File: src/rtl/mem_arbiter.sv
// Two-port arbiter sharing a single-port RAM (1-cycle synchronous read).
// One transaction per grant; all outputs registered.
module mem_arbiter #(
    parameter int DATA_WIDTH    = 8,
    parameter int ADDRESS_WIDTH = 5,
    parameter int PRIORITY_MODE = 0
) (
    input  logic                     clk,
    input  logic                     n_rst,
    input  logic                     req0,
    input  logic                     req1,
    input  logic                     we0,
    input  logic                     we1,
    input  logic [ADDRESS_WIDTH-1:0] addr0,
    input  logic [ADDRESS_WIDTH-1:0] addr1,
    input  logic [DATA_WIDTH-1:0]    wdata0,
    input  logic [DATA_WIDTH-1:0]    wdata1,
    output logic                     ack0,
    output logic                     ack1,
    output logic [DATA_WIDTH-1:0]    rdata0,
    output logic [DATA_WIDTH-1:0]    rdata1,
    output logic                     ram_rd,
    output logic                     ram_wr,
    output logic [ADDRESS_WIDTH-1:0] ram_addr,
    output logic [DATA_WIDTH-1:0]    ram_wdata,
    input  logic [DATA_WIDTH-1:0]    ram_rdata,
    output logic                     gnt_id,
    output logic                     busy
);

    // state    | meaning
    // ST_IDLE  | waiting for a request; arbitrate and latch command
    // ST_ISSUE | strobe presented to RAM for one cycle
    // ST_WAIT  | RAM read data valid; captured at end of cycle
    // ST_ACK   | one-cycle ack to the winning port
    typedef enum logic [1:0] {
        ST_IDLE  = 2'd0,
        ST_ISSUE = 2'd1,
        ST_WAIT  = 2'd2,
        ST_ACK   = 2'd3
    } state_t;

    state_t state, state_next;
    logic   any_req;
    logic   win;
    logic   win_we;
    logic   last_grant;
    logic   cmd_we;

    always_comb begin
        any_req    = req0 | req1;
        win        = req1;
        state_next = state;
        if (PRIORITY_MODE == 1) begin
            win = ~req0;
        end else if (req0 && req1) begin
            win = ~last_grant;
        end
        win_we = win ? we1 : we0;
        case (state)
            ST_IDLE:  if (any_req) state_next = ST_ISSUE;
            ST_ISSUE: state_next = ST_WAIT;
            ST_WAIT:  state_next = ST_ACK;
            ST_ACK:   state_next = ST_IDLE;
            default:  state_next = ST_IDLE;
        endcase
    end

    always_ff @(posedge clk) begin
        if (!n_rst) state <= ST_IDLE;
        else        state <= state_next;
    end

    // ram_addr/ram_wdata double as the latched command fields.
    always_ff @(posedge clk) begin
        if (!n_rst) begin
            busy       <= 1'b0;
            ack0       <= 1'b0;
            ack1       <= 1'b0;
            ram_rd     <= 1'b0;
            ram_wr     <= 1'b0;
            ram_addr   <= '0;
            ram_wdata  <= '0;
            rdata0     <= '0;
            rdata1     <= '0;
            gnt_id     <= 1'b0;
            last_grant <= 1'b1;
            cmd_we     <= 1'b0;
        end else begin
            busy   <= (state_next != ST_IDLE);
            ack0   <= 1'b0;
            ack1   <= 1'b0;
            ram_rd <= 1'b0;
            ram_wr <= 1'b0;
            case (state)
                ST_IDLE: begin
                    if (any_req) begin
                        gnt_id     <= win;
                        last_grant <= win;
                        cmd_we     <= win_we;
                        ram_addr   <= win ? addr1 : addr0;
                        ram_wdata  <= win ? wdata1 : wdata0;
                        ram_rd     <= ~win_we;
                        ram_wr     <= win_we;
                    end
                end
                ST_WAIT: begin
                    if (!cmd_we) begin
                        if (gnt_id) rdata1 <= ram_rdata;
                        else        rdata0 <= ram_rdata;
                    end
                    ack0 <= ~gnt_id;
                    ack1 <= gnt_id;
                end
                default: ;
            endcase
        end
    end

endmodule
File: config.mk
export PLATFORM = sky130hd
export DESIGN_NAME = mem_arbiter
export DESIGN_NICKNAME = d
export VERILOG_FILES = /design/src/rtl/mem_arbiter.sv
export SDC_FILE = /design/constraint.sdc
export NUM_CORES = 1
export LEC_CHECK = 0
export ABC_CLOCK_PERIOD_IN_PS = 2100
export CORE_ASPECT_RATIO = 1.5
export CORE_MARGIN = 2
export CORE_UTILIZATION = 40
export CTS_CLUSTER_SIZE = 30
export DETAILED_ROUTE_END_ITERATION = 6
export PLACE_DENSITY = 0.75
export SLEW_MARGIN = 20
export SYNTH_ARGS = -nofsm -noshare
export SYNTH_HDL_FRONTEND = slang
export SYNTH_SLANG_ARGS = --single-unit
File: constraint.sdc
create_clock -name clk -period 2.1 [get_ports clk]
set_clock_uncertainty 0.2 [all_clocks]
set_input_delay 0.42 -clock clk [delete_from_list [all_inputs] [get_ports clk]]
set_output_delay 0.42 -clock clk [all_outputs]
set_load 0.02 [all_outputs]
**Yosys cells after proc, flatten, opt, wreduce, memory -nomap -nowiden**

Index checks and enable logic that the tools add are counted.

- Flip-flop bits (word level): 39
- Output and inout bits: 35
- Input bits: 40
- Word-level logic and storage cells: 35

- Bitwise gates (word level): 5
- Reductions and logical operators: 8
- Equality and inequality tests: 3
- Multiplexer cells: 6

Operators with widths:

| cell | count |
|---|---|
| $reduce_and 3->1 | 3 |
| $mux 8 | 1 |
| $pmux 2 s4 | 1 |
| $mux 5 | 1 |
| $eq 2x2->1 const B | 2 |
| $not 1->1 | 4 |
| $reduce_and 2->1 | 2 |
| $eq 2x1->1 const B | 1 |
| $logic_not 2->1 | 1 |
| $mux 1 | 2 |
| $mux 2 | 1 |
| $reduce_bool 2->1 | 1 |
| $logic_and 1x1->1 | 1 |
| $or 1x1->1 | 1 |

**Longest topological paths before layout**

Gate-level depths: netlist (run 1).

- Depth in word-level cells: 4
- Depth in mapped cells: 6
- Depth with buffers taken out: 5

**Worst setup path after synthesis (run 1)**

OpenSTA, ideal clock, no wires.

- Kind: flip-flop to flip-flop
- From: register state[0]
- To: register rdata0[0]
- Library setup time: 0.116 ns
- Cell stages (with the launch flop): 7
- Buffers on the path: 1
- Required time: 1.784 ns
- Setup slack: 0.608 ns
- Period minus slack after synthesis: 1.492 ns
- Data arrival time: 1.175 ns
- Cells stage by stage: dfxtp_1 -> inv_1 -> ha_1 -> nor3b_1 -> buf_4 -> mux2i_1 -> nor2b_1

- Cells in the longest elaborated chain, start to end: 2

Ends and longest elaborated chain:

| item | RTL line | text |
|---|---|---|
| from (decl) | 43 | `state_t state, state_next;` |
| from (signal assigned) | 71 | `else state <= state_next;` |
| $eq 2x2->1 | 95 | `case (state)` |
| $reduce_and 3->1 (no line) | -- |  |
| to (signal assigned) | 110 | `else rdata0 <= ram_rdata;` |
| to (decl) | 20 | `output logic [DATA_WIDTH-1:0] rdata0,` |

Every way passes these cells.
A chain may end at the register's enable or synchronous reset.

**Worst setup path in the final report (run 1)**

- From: register gnt_id
- To: output port gnt_id

RTL lines:

| item | RTL line | text |
|---|---|---|
| from (decl) | 27 | `output logic gnt_id,` |
| from (signal assigned) | 98 | `gnt_id <= win;` |

No word-level cell between the ends.

==> metrics.txt, run 1 <==
PortBufs=74; max_cap viols=0; worst r2r src=state[0]; Fillers=about 320; clk slew on worst S/H paths=~0.08 ns; Post-Syn Area=~1500 um2; number of global-route vias before repair=1372; Vias=between 1000 and 1500; Final Hold Fails=0; Critical Path Stages=1; wire per inst=12.6 um; Adder-Cell Fraction of Synth Area=0.0244; Fmax=between 500 and 600 MHz; GRT Residual Overflow=0; GPL Wtd Cong=roughly 0.75; total die area=approximately 4400 um2; Static Leak=roughly 1 nW; Worst R2R Setup Slack=approximately 0.35 ns; Seq/Total Area, Yosys=0.509; Num CTS Buffers=5; CP Buf/Inv Count=1; P&R area growth vs syn=61.4%; Hold Buf Count CTS=0; CP Capture Point=gnt_id; synthesized flop and latch total=39; DRC Markers=0; worst min-delay path category=reg2reg; clock period minus final worst setup slack=between 1.5 and 2 ns; critical path fanouts, max=6; worst path cell trace=clkdlybuf4s50_1; period utilization=0.949; power density over the cells=between 1000 and 1500 nW/um2; overall global routing resource usage=0.183; register area=between 700 and 800 um2; row cnt=27; relative slew slack=0.622; H-tree Lvls=2; dpl ws=0.119 ns; WP data arrival=approximately 1.4 ns; Gate Count Post-Synth=roughly 160; Setup violations, final=0; commonest non-fill, non-tap cells in the layout=74 x clkdlybuf4s50_1, 39 x dfxtp_1, 29 x a21oi_1; fraction of layout cells with a size suffix above 1=0.0861; CP Launch Type=flip-flop; mux contribution to synthesized area=0.111; Synth Area in Simple Gates=0.144; critical-path cell with the highest stage delay=clkdlybuf4s50_1; Initial DRT Pass Iterations=4; Die Span X=between 50 and 60 um; Initial Util=0.417; Synth Area in Compound Gates=0.174; initial antenna violation count=0; RSZ-0062 raised after global routing=false; CTS tree=done; Vias per Instance=4.77; die height=79.9 um; root buf cell=clkbuf_8; crit path launch=gnt_id; post-CTS setup buffers=0; CTS sink count=39; Final Net Count=between 200 and 300; syn nets=206; commonest non-fill, non-tap cell in the layout=clkdlybuf4s50_1; Final HPWL DP=roughly 2800 um; largest net degree at the start of global routing=20; worst-case reg-to-reg path depth=5; total negative slack=0 ns; worst-skew pair later-pin latency=around 0.29 ns; final wirelength=between 3000 and 4000 um; slowest stage delay, CP=0.65 ns; unique cell type count in the Yosys netlist=23; area of the multi-input gates=between 700 and 800 um2; Worst Max-Slew Pin Slew=about 0.56 ns; DRT iter0 DRCs=8; # resized after CTS=0; # diodes=0; Final ANT Viol Nets=0; Final Max Tran Viols=0; global-route wire length before repair=around 5800 um; synth warn=0; main combinational cell family by area after synthesis=compound AO/OA/AOI/OAI gates; Crit path required time=approximately 1.5 ns; peak supply drop=0.779 mV; status=complete, no violations; Mean Syn Cell Area=between 9 and 10 um2; CTS max path bufs=2; worst setup path category=reg2out; IO Pins=75; floorplan core area=3680 um2; CP top delay family=buffers and inverters; xor/xnor share of the synthesized area=0; Final WS setup=between 0.1 and 0.15 ns; Reg-to-Reg End=rdata1[0]; CP Capture Type=output pin
-- layout make-up --
cell class / count / share of cell area
clock buffer: 5 / 0.0278
inverter: 2 / 0.00303
sequential: 39 / 0.315
multi-input combinational: 112 / 0.283
clock inverter: 2 / 0.0152
timing repair buffer: 84 / 0.334
tap: 43 / 0.0217
-- state kept, by name, indices dropped and copies added, names as in the netlist --
signal,flops
ack0,1
rdata1,8
busy,1
ram_wdata,8
ram_wr,1
last_grant,1
ram_addr,5
state,2
ack1,1
cmd_we,1
rdata0,8
ram_rd,1
gnt_id,1
-- stage by stage --
stage / hold slack, ns / cell area, um2 / util / std cells / total power, mW
2_1_floorplan: 0.316 / 1540 / - / 163 / 1.66
3_3_place_gp: 0.296 / 2370 / 0.644 / 280 / 2.20
3_5_place_dp: 0.305 / 2370 / 0.644 / 280 / 2.20
4_1_cts: 0.325 / 2480 / 0.673 / 287 / 2.82
5_1_grt: 0.336 / 2480 / 0.673 / 287 / 2.96
6_report: 0.318 / 2480 / 0.673 / 287 / 2.78
-- report_power, final --
part           total (mW)  internal (mW)  switching [mW]
sequential           1.01          0.921          0.0888
combinational        1.17          0.583           0.585
clock               0.605          0.347           0.258
total                2.78           1.85           0.931
-- Yosys cell counts (all sizes together) --
master / count / share of area
a21bo: 1 / 0.0065
a21boi: 1 / 0.0073
a21oi: 29 / 0.095
a22oi: 1 / 0.0049
and2: 1 / 0.0041
and3: 3 / 0.012
buf: 7 / 0.026
clkbuf: 3 / 0.0073
dfxtp: 39 / 0.51
ha: 3 / 0.024
inv: 2 / 0.0049
mux2i: 17 / 0.11
nand2: 15 / 0.037
nand3b: 1 / 0.0049
nor2: 2 / 0.0049
nor2b: 17 / 0.069
nor3: 1 / 0.0033
nor3b: 1 / 0.0049
o21a: 1 / 0.0049
o21ai: 17 / 0.055
or2: 1 / 0.0041
-- how the worst min path moves through the flow --
stage | startpoint | endpoint | slack (ns) | cells after the start
final | rdata0[5] | rdata0[5] | 0.32 | 2
after global placement | rdata1[6] | rdata1[6] | 0.30 | 2
after global routing | gnt_id | ack0 | 0.34 | 1
after CTS | gnt_id | ack0 | 0.33 | 1
after detailed placement | gnt_id | ack0 | 0.30 | 1
after floorplan | cmd_we | cmd_we | 0.32 | 2
-- cell families (layout without fill, tap and decap cells) --
group,Yosys count,after routing
muxes,17,17
DFF,39,39
buffers and inverters,12,93
and+or+nand+nor,42,42
adders and majority gates,3,3
AOI/OAI and AO/OA,50,50
-- layer usage --
metal	track usage	part of all wire
met4	0.0750	0.017
met2	0.318	0.52
met1	0.194	0.40
met3	0.0581	0.063
met5	0	0
Power figures use the tool's default switching activity.
==> run 2, diff against run 1 <==
--- a/config.mk
+++ b/config.mk
@@ -8,11 +8,14 @@
 export ABC_CLOCK_PERIOD_IN_PS = 2100
 export CORE_ASPECT_RATIO = 1.5
 export CORE_MARGIN = 2
-export CORE_UTILIZATION = 40
+export CORE_UTILIZATION = 41
+export CTS_BUF_LIST = sky130_fd_sc_hd__clkbuf_2 sky130_fd_sc_hd__clkbuf_4 sky130_fd_sc_hd__clkbuf_8
 export CTS_CLUSTER_SIZE = 30
 export DETAILED_ROUTE_END_ITERATION = 6
-export PLACE_DENSITY = 0.75
+export HOLD_SLACK_MARGIN = 0.03
+export PLACE_DENSITY = 0.77
 export SLEW_MARGIN = 20
 export SYNTH_ARGS = -nofsm -noshare
 export SYNTH_HDL_FRONTEND = slang
 export SYNTH_SLANG_ARGS = --single-unit
+export TNS_END_PERCENT = 10
==> run 2 against run 1 <==
  * Total power shrank 2.3%
  * Utilization grew 1.0 points
  * Non-clock buffer count grew 1
  * Worst hold slack gained 0.0038 ns
  * First-iteration DRC count grew 75%
  * Combinational power is essentially flat
  * Wire length grew 3.5%
  * Critical path type unchanged
  * Critical endpoint unchanged
  * Largest cell class unchanged
==> metrics.txt, run 2 (synthesis results as in run 1) <==
GPL Wtd Cong=0.768 (was 0.751); Fmax=497 MHz (was 502 MHz); total die area=4260 um2 (was 4360 um2); Vias=1438 (was 1369); slowest stage delay, CP=0.65 ns (about the same); die height=78.9 um (was 79.9 um); CP Capture Type=output pin (unchanged); Post-Layout Inst Area=2470 um2 (was 2480 um2); Initial DRT Pass Iterations=2 (was 4); worst min-delay path category=reg2reg (unchanged); PortBufs=74 (unchanged); final wirelength=3740 um (was 3610 um); CP Buf/Inv Count=1 (unchanged); peak supply drop=0.752 mV (was 0.779 mV); commonest non-fill, non-tap cell in the layout=clkdlybuf4s50_1 (unchanged); WP data arrival=1.39 ns (was 1.37 ns); IO Pins=75 (unchanged); Worst Max-Slew Pin Slew=0.925 ns (was 0.565 ns); power density over the cells=1100 nW/um2 (was 1120 nW/um2); total negative slack=0 ns (unchanged); Worst R2R Setup Slack=0.35 ns (about the same); fraction of layout cells with a size suffix above 1=0.0935 (was 0.0861); Final ANT Viol Nets=0 (unchanged); wire per inst=12.9 um (was 12.6 um); status=complete, no violations (unchanged); Die Span X=54.0 um (was 54.6 um); Final Max Tran Viols=0 (unchanged); clock period minus final worst setup slack=2.01 ns (was 1.99 ns); relative slew slack=0.379 (was 0.622); worst-skew pair later-pin latency=0.29 ns (about the same); crit path launch=gnt_id (unchanged); critical path fanouts, max=6 (unchanged); dpl ws=-0.0836 ns (was 0.119 ns); CTS tree=done (unchanged); Vias per Instance=4.98 (was 4.77); Tot Pwr=2.72 mW (was 2.78 mW); Static Leak=1.01 nW (about the same); CP Launch Type=flip-flop (unchanged); top flop regs=ram_wdata x8, rdata0 x8, rdata1 x8 (unchanged); largest net degree at the start of global routing=15 (was 20); Fillers=305 (was 315); DP Area=2370 um2 (about the same); worst path cell trace=clkdlybuf4s50_1 (unchanged); root buf cell=clkbuf_8 (unchanged); row cnt=27 (unchanged); Final HPWL DP=2780 um (about the same); CP Capture Point=gnt_id (unchanged); Non-Filler Instances=289 (was 287); GRT Residual Overflow=0 (unchanged); floorplan core area=3610 um2 (was 3680 um2); max_cap viols=0 (unchanged); post-CTS setup buffers=0 (unchanged); # diodes=0 (unchanged); # resized after CTS=0 (unchanged); area of the multi-input gates=701 um2 (unchanged); clk slew on worst S/H paths=0.08 ns (about the same); Setup violations, final=0 (unchanged); CTS max path bufs=2 (unchanged); Initial Util=0.425 (was 0.417); RSZ-0062 raised after global routing=false (unchanged); DRC Markers=0 (unchanged); period utilization=0.959 (was 0.949); initial antenna violation count=0 (unchanged); number of global-route vias before repair=1368 (was 1372); commonest non-fill, non-tap cells in the layout=74 x clkdlybuf4s50_1, 39 x dfxtp_1, 29 x a21oi_1 (unchanged); Critical Path Stages=1 (unchanged); placed cell count=281 (was 280); worst r2r src=state[0] (unchanged); worst setup path category=reg2out (unchanged); worst-case reg-to-reg path depth=5 (unchanged); Hold Buf Count CTS=0 (unchanged); Final Hold Fails=0 (unchanged); Final Net Count=288 (was 287); Final WS setup=0.0870 ns (was 0.106 ns); register area=781 um2 (unchanged); H-tree Lvls=2 (unchanged); Num CTS Buffers=5 (unchanged); P&R area growth vs syn=60.9% (was 61.4%); Crit path required time=1.48 ns (about the same); CP top delay family=buffers and inverters (unchanged); overall global routing resource usage=0.197 (was 0.183); global-route wire length before repair=6080 um (was 5830 um); DRT iter0 DRCs=14 (was 8); CTS sink count=39 (unchanged); Reg-to-Reg End=gnt_id (was rdata1[0]); critical-path cell with the highest stage delay=clkdlybuf4s50_1 (unchanged)
[run 2: cell count changes in the layout (fill, tap and decap cells not counted)]
cell	change
buf_4	+2
clkbuf_8	+2
buf_12	-1
bufinv_16	-1
[run 2: worst min path at each step]
stage	from	slack (ns)	end	cells after the start
floorplan	cmd_we	0.32	cmd_we	2
global placement	rdata0[1]	0.30	rdata0[1]	2
detailed placement	rdata0[4]	0.31	rdata0[4]	2
CTS	rdata1[0]	0.33	rdata1[0]	2
global route	rdata0[7]	0.34	rdata0[7]	2
finish	rdata1[0]	0.32	rdata1[0]	2
[run 2: power by group]
group	leakage [nW]	total, mW	internal (mW)	switching, mW
Combinational	0.637	1.14	0.562	0.581
Clock	0.0505	0.562	0.299	0.263
Sequential	0.320	1.01	0.921	0.0934
Total	1.01	2.72	1.78	0.937
[run 2: routing by layer]
layer,part of all wire,GRT usage
met1,0.41,0.205
met5,0,0
met2,0.51,0.344
met4,0.020,0.0923
met3,0.058,0.0602
[run 2: area by class of cell]
type,instances,area share
Multi-Input combinational cell,112,0.284
Clock buffer,7,0.0390
Tap cell,43,0.0218
Timing Repair Buffer,85,0.333
Clock inverter,1,0.00304
Sequential cell,39,0.316
Inverter,2,0.00304
[run 2: metrics by stage]
| step | hold slack (ns) | utilization |
|---|---|---|
| floorplan | 0.316 | - |
| global placement | 0.297 | 0.655 |
| detailed placement | 0.308 | 0.655 |
| CTS | 0.332 | 0.683 |
| global route | 0.344 | 0.683 |
| finish | 0.322 | 0.683 |
